[config.mk]
export PLATFORM = sky130hd
export DESIGN_NAME = cmp_controller_flat
export DESIGN_NICKNAME = d
export VERILOG_FILES = /design/src/rtl/cmp_controller_if.sv /design/src/rtl/cmp_controller.sv /design/src/flat_wrapper.sv
export SDC_FILE = /design/constraint.sdc
export NUM_CORES = 1
export LEC_CHECK = 0
export CORE_UTILIZATION = 41
export DETAILED_ROUTE_END_ITERATION = 10
export PLACE_DENSITY = 0.79
export REMOVE_ABC_BUFFERS = 1
export SYNTH_ARGS = -nofsm -noshare
export SYNTH_HDL_FRONTEND = slang
export SYNTH_SLANG_ARGS = --single-unit
[constraint.sdc]
create_clock -name clk -period 2.3 [get_ports clk]
set_clock_uncertainty 0.15 [all_clocks]
set_input_delay 0.575 -clock clk [delete_from_list [all_inputs] [get_ports clk]]
set_output_delay 0.575 -clock clk [all_outputs]
set_load 0.01 [all_outputs]
[src/rtl/cmp_controller_if.sv]
// cmp_controller_if: requester-side handshake and registered result bundle for cmp_controller.
interface cmp_controller_if;
    logic        req0, req1, w0, w1;
    logic [15:0] a0, b0, a1, b1;
    logic        gnt0, gnt1, busy, done, done_id, gt, eq, lt;
    modport master (output req0, req1, w0, w1, a0, b0, a1, b1,
                    input  gnt0, gnt1, busy, done, done_id, gt, eq, lt);
    modport slave  (input  req0, req1, w0, w1, a0, b0, a1, b1,
                    output gnt0, gnt1, busy, done, done_id, gt, eq, lt);
endinterface

[src/rtl/cmp_controller.sv]
// cmp_controller: arbitrates two requesters onto one shared 8-bit comparator, high byte first for words.
module cmp_controller #(
    parameter int FIXED_PRIO = 0
) (
    input  logic                    clk,
    input  logic                    rst_n,
    cmp_controller_if.slave         bus,
    output logic [7:0]              cmp_a,
    output logic [7:0]              cmp_b,
    input  logic                    cmp_bigger,
    input  logic                    cmp_equal,
    input  logic                    cmp_smallest
);
    typedef enum logic [1:0] {IDLE, HI, LO} state_t;
    state_t      state, nxt;
    logic [15:0] ca, cb;
    logic        id, last, pick, win, fin, c_gt, c_lt, c_eq;
    always_comb begin
        c_gt  = cmp_bigger;
        c_lt  = !cmp_bigger && cmp_smallest;
        c_eq  = cmp_equal || !(cmp_bigger || cmp_smallest);
        pick  = state == IDLE && (bus.req0 || bus.req1);
        // win: 0 = requester 0, 1 = requester 1
        win   = (FIXED_PRIO != 0) ? !bus.req0 : (bus.req0 && bus.req1) ? !last : bus.req1;
        fin   = state == LO || (state == HI && (c_gt || c_lt));
        nxt   = state;
        if (pick)
            nxt = (win ? bus.w1 : bus.w0) ? HI : LO;
        else if (fin)
            nxt = IDLE;
        else if (state == HI)
            nxt = LO;
        cmp_a = state == HI ? ca[15:8] : state == LO ? ca[7:0] : 8'h00;
        cmp_b = state == HI ? cb[15:8] : state == LO ? cb[7:0] : 8'h00;
    end
    assign bus.busy = state != IDLE;
    always_ff @(posedge clk or negedge rst_n)
        if (!rst_n) state <= IDLE;
        else        state <= nxt;
    always_ff @(posedge clk or negedge rst_n) begin
        if (!rst_n) begin
            ca          <= '0;
            cb          <= '0;
            id          <= 1'b0;
            last        <= 1'b1;
            bus.gnt0    <= 1'b0;
            bus.gnt1    <= 1'b0;
            bus.done    <= 1'b0;
            bus.done_id <= 1'b0;
            bus.gt      <= 1'b0;
            bus.eq      <= 1'b0;
            bus.lt      <= 1'b0;
        end else begin
            bus.gnt0 <= pick && !win;
            bus.gnt1 <= pick && win;
            bus.done <= fin;
            if (pick) begin
                ca   <= win ? bus.a1 : bus.a0;
                cb   <= win ? bus.b1 : bus.b0;
                id   <= win;
                last <= win;
            end
            if (fin) begin
                bus.gt      <= c_gt;
                bus.lt      <= c_lt;
                bus.eq      <= !c_gt && !c_lt && c_eq;
                bus.done_id <= id;
            end
        end
    end
endmodule
[src/flat_wrapper.sv]
// flat-port wrapper written by rule: the top's interface ports become plain ports
module cmp_controller_flat 
#(
    parameter int FIXED_PRIO = 0
)
  (clk, rst_n, cmp_a, cmp_b, cmp_bigger, cmp_equal, cmp_smallest, bus_req0, bus_req1, bus_w0, bus_w1, bus_a0, bus_b0, bus_a1, bus_b1, bus_gnt0, bus_gnt1, bus_busy, bus_done, bus_done_id, bus_gt, bus_eq, bus_lt);
  cmp_controller_if bus_i ();
  input  logic clk;
  input  logic rst_n;
  output logic [7:0] cmp_a;
  output logic [7:0] cmp_b;
  input  logic cmp_bigger;
  input  logic cmp_equal;
  input  logic cmp_smallest;
  input wire logic [$bits(bus_i.req0)-1:0] bus_req0;
  input wire logic [$bits(bus_i.req1)-1:0] bus_req1;
  input wire logic [$bits(bus_i.w0)-1:0] bus_w0;
  input wire logic [$bits(bus_i.w1)-1:0] bus_w1;
  input wire logic [$bits(bus_i.a0)-1:0] bus_a0;
  input wire logic [$bits(bus_i.b0)-1:0] bus_b0;
  input wire logic [$bits(bus_i.a1)-1:0] bus_a1;
  input wire logic [$bits(bus_i.b1)-1:0] bus_b1;
  output wire logic [$bits(bus_i.gnt0)-1:0] bus_gnt0;
  output wire logic [$bits(bus_i.gnt1)-1:0] bus_gnt1;
  output wire logic [$bits(bus_i.busy)-1:0] bus_busy;
  output wire logic [$bits(bus_i.done)-1:0] bus_done;
  output wire logic [$bits(bus_i.done_id)-1:0] bus_done_id;
  output wire logic [$bits(bus_i.gt)-1:0] bus_gt;
  output wire logic [$bits(bus_i.eq)-1:0] bus_eq;
  output wire logic [$bits(bus_i.lt)-1:0] bus_lt;
  assign bus_i.req0 = bus_req0;
  assign bus_i.req1 = bus_req1;
  assign bus_i.w0 = bus_w0;
  assign bus_i.w1 = bus_w1;
  assign bus_i.a0 = bus_a0;
  assign bus_i.b0 = bus_b0;
  assign bus_i.a1 = bus_a1;
  assign bus_i.b1 = bus_b1;
  assign bus_gnt0 = bus_i.gnt0;
  assign bus_gnt1 = bus_i.gnt1;
  assign bus_busy = bus_i.busy;
  assign bus_done = bus_i.done;
  assign bus_done_id = bus_i.done_id;
  assign bus_gt = bus_i.gt;
  assign bus_eq = bus_i.eq;
  assign bus_lt = bus_i.lt;
  cmp_controller #(.FIXED_PRIO(FIXED_PRIO)) u_core (.clk(clk), .rst_n(rst_n), .bus(bus_i), .cmp_a(cmp_a), .cmp_b(cmp_b), .cmp_bigger(cmp_bigger), .cmp_equal(cmp_equal), .cmp_smallest(cmp_smallest));
endmodule
# Yosys cells after proc, flatten, opt, wreduce, memory -nomap -nowiden
# Cells that the tools add are included.
totals:
  elab_cells: 47
  inputBits: 73
  out_inout_bits: 24
  regBits: 43
op_classes:
  reduce_logical: 21
  eq_ne: 2
  muxes: 12
op_table:
  columns: ["cell", "count"]
  rows:
  - ["16-bit two-way mux", 2]
  - ["8-bit two-way mux", 4]
  - ["1-bit logical AND", 8]
  - ["2-bit two-way mux", 4]
  - ["1-bit logical NOT", 5]
  - ["1-bit logical OR", 5]
  - ["3-bit nonzero test", 1]
  - ["2-bit by 1-bit equality test with 1-bit output (second input constant)", 1]
  - ["2-bit equality test (second input constant)", 1]
  - ["2-bit logical NOT", 1]
  - ["1-bit two-way mux", 2]
  - ["2-bit nonzero test", 1]

# Logic depth before layout (Yosys ltp)
depth:
  ltp_word: 7
  ltp_mapped: 6
  ltp_nobuf: 5

# Least setup slack after synthesis
# No wires, ideal clock.
synth_timing:
  path_type: "register to output"
  startpoint: "register u_core.state[0]"
  endpoint: "output port cmp_a[0]"
  slack_ns: 0.202
  t_required_ns: 1.575
  path_stages_with_launch: 7
  path_buffers: 2
  arrival_time_ns: 1.373
  cell_sequence: "dfrtp_1 inv_1 ha_1 buf_2 buf_1 nand2_1 o21ai_0"
synth_via:
  elab_chain_len: 3
  elab_cells_between_ends: 4
  cone_classes: "eq/ne: 2; mux: 2"
synth_rtl:
  columns: ["item", "line", "source"]
  rows:
  - ["start: declaration", "cmp_controller.sv:15", "state_t state, nxt;"]
  - ["start signal: assignment", "cmp_controller.sv:39", "else state <= nxt;"]
  - ["2-bit equality test", "cmp_controller.sv:33", "cmp_a = state == HI ? ca[15:8] : state == LO ? ca[7:0] : 8'h00;"]
  - ["8-bit two-way mux", "cmp_controller.sv:33", null]
  - ["8-bit two-way mux (*)", "cmp_controller.sv:33", null]
  - ["end: declaration", "flat_wrapper.sv:10", "output logic [7:0] cmp_a;"]
# Every way passes the cells marked *; elsewhere a longest branch is shown, timed or not.

# Final worst setup path
# Ends and elaborated chain as after synthesis.

==> reports/results.tsv <==
metric	value	unit
ys_seq_elements	43	
cap_violations	0	
yosysWarnings	0	
timing.fmax	448	MHz
grt_overflow	0	
place_inst	367	
cp_num_buf_inv	3	
pwr-share-comb	51.4	%
cp_top_family	buffers and inverters	
place_hpwl	3830	µm
clockPowerShare	15.7	%
synth.area.top_cells	dfrtp_1, a221o_1, and2_1, nand2_1, o21ai_0	
first_pass_iters	4	
antennaDiodeCount	0	
clk_latency	290	ps
slew_viol_final	0	
ys_seq_area_share	50.6	%
synth_area_leader_cell	dfrtp_1	
sw_frac_of_total	34.3	%
clk_pin_slew	80	ps
dieArea	5480	µm²
fin_nets	385	
cts_root_buf	clkbuf_8	
place_area	3230	µm²
synthSimpleGateAreaFrac	17.5	%
p_switching	0.00134	W
worstSetupEndpointType	output pin	
status	finished, final reports clean	
grt_max_degree	44	
p_leak	1.47	nW
first_iter_violations	110	
synthAdderAreaFrac	1.76	%
synth_mux_area_share	1.06	%
slowest_stage	dfrtp_1	
antenna_found_initial	0	
setup_viol	0	
syn_area_per_cell	10.5	µm²
io_buffers	95	
vdd_drop_max	622	µV
worst_pin_slew	243	ps
slew_headroom	83.6	%
syn-cell-area	2130	µm²
cts_buffers	5	
finalNonFillerCells	377	
p_int	0.00258	W
routabilityCongestion	0.715	
r2r_setup_slack	250	ps
vias	1923	
synthToLayoutAreaGrowth	56.0	%
cts.sinks	43	
power_density	1180	nW/µm²
path_cells	inv_2 > ha_4 > buf_4 > nand2_1 > o21ai_1 > clkdlybuf4s15_2	
ios	97	
arrival	1510	ps
grt_pass1_wl	8570	µm
min_period	2230	ps
drc	0	
slowest_delay	440	ps
start_kind	flip-flop	
worst-setup-path-type	flip-flop to output pin	
ant_nets	0	
synth_cells	203	
fp.coreArea	4850	µm²
routed_via_density	5.10	
hp-class	input port to asynchronous set/reset pin	
initial_utilization	43.9	%
synth.top_cell.area_share	49.4	%
r2r-end	u_core.cb[7]	
fin_area	3320	µm²
ys_types	26	
grt_use_total	21.0	%
cts.htree.levels	2	
seqPwrFrac	33.0	%
critPathRequiredTime	1570	ps
routedWlPerCell	14.6	µm
fp-row-count	25	
die_w	74.1	µm
hold_viol	0	
fin_crit_sh	97.0	%
synth_top_family_by_area	compound AO/OA/AOI/OAI gates	
cts_tree	done	
grt_pass1_vias	1873	
synth_xor_xnor_area_share	0	%
timing.rr.start	u_core.state[0]	
rr_worst_depth	7	
clock_path_buffers	2	
fp.dieH	74.1	µm
drt-total-wl	5510	µm
synth-compound-area-share	23.1	%
drive_above_1_share	17.1	%
critical_path.max_fanout	4	
-- synth_stat cells, drive strengths merged --
library cell and count:
and3 1, a32o 1, o2bb2ai 1, a31oi 1, mux2 2, a221o 32, o21ai 19, o21a 2
inv 5, clkbuf 6, buf 10, a21boi 1, nand2b 2, a21o 3, o22ai 1, nor2 1
and2 36, dfstp 1, dfrtp 42, ha 3, nand3 1, nand2 32
-- worst max-delay path by stage --
stage	start	endpoint	slack, ps	cells past startpoint
after floorplan	u_core.state[1]	u_core.bus.done_id	220	5
after global placement	u_core.state[0]	cmp_b[6]	-70	6
after detailed placement	u_core.state[0]	cmp_a[2]	-80	6
after CTS	u_core.state[1]	cmp_a[7]	5	6
after global routing	u_core.state[0]	cmp_b[3]	-5	6
final	u_core.state[0]	cmp_a[0]	70	6
-- per-stage QoR --
| step | setup slack (ps) | setup TNS [ps] | hold slack (ps) | utilization [%] | total power [W] |
|---|---|---|---|---|---|
| finish | 69.6 | 0 | 92.9 | 68.5 | 0.00392 |
| global route | -5.08 | -5.08 | 97.7 | 68.5 | 0.00422 |
| CTS | 5.33 | 0 | 96.8 | 68.4 | 0.00394 |
| detailed placement | -79.8 | -544 | 316 | 66.6 | 0.00338 |
| global placement | -65.4 | -450 | 310 | 66.6 | 0.00334 |
| floorplan | 222 | 0 | 129 | - | 0.00234 |
-- layout by cell type, fill, tap and decap left out, drive strengths merged, types with 2 or more instances in the layout --
cell,n
a21o,3
a221o,32
and2,36
buf,35
clkbuf,7
clkdlybuf4s50,77
dfrtp,42
ha,3
inv,5
mux2,2
nand2,32
nand2b,2
o21a,2
o21ai,19
-- cells by family (layout without fill, tap and decap cells) --
family | count (synthesis) | after routing
AND/OR/NAND/NOR | 73 | 73
AO/OA/AOI/OAI | 61 | 61
flip-flops | 43 | 43
multiplexers | 2 | 2
adder cells (fa/ha/maj) | 3 | 3
buffers and inverters | 21 | 128
-- power groups by stage --
stage               sequential (W)  clock [W]  combinational [W]
floorplan                  0.00129          0            0.00105
CTS                        0.00129   0.000631            0.00202
detailed placement         0.00130          0            0.00208
finish                     0.00129   0.000614            0.00201
global route               0.00133   0.000670            0.00221
global placement           0.00128          0            0.00205
-- state kept, by name (all words and copies together), names as in the netlist --
name and count:
u_core.bus.lt 1, u_core.bus.done_id 1, u_core.bus.gt 1, u_core.id 1, u_core.last 1, u_core.cb 16
u_core.bus.gnt1 1, u_core.bus.gnt0 1, u_core.ca 16, u_core.bus.done 1, u_core.state 2, u_core.bus.eq 1
-- final cells by class --
| type | instances | area [µm²] |
|---|---|---|
| clock buffers | 6 | 82.6 |
| clock inverters | 2 | 35.0 |
| fillers | 390 | 1530 |
| inverters | 5 | 18.8 |
| multi-input cells | 139 | 957 |
| flip-flops and latches | 43 | 1080 |
| well taps | 67 | 83.8 |
| repair buffers | 115 | 1070 |
-- worst reg2reg max path, stage by stage, from the launching register on --
cell and delay [ps]:
dfrtp_1 440, inv_2 80, buf_4 130, ha_1 210
buf_4 160, and3_1 210, buf_12 180, a221o_1 370
-- timing repair --
item                                    CTS  global route
setup buffers                             1             2
gates resized for setup                  73            14
endpoints found under the setup margin   17            15
hold buffers                              0             0
-- metal layers --
layer	track usage [%]	vias to the layer above	share of wire, %
met2	36.4	76	48
met4	5.77	0	0.94
li1	-	946	-
met5	0	-	0
met3	5.56	7	8.2
met1	25.9	894	43
No activity file was read; power rests on OpenSTA's default activity.
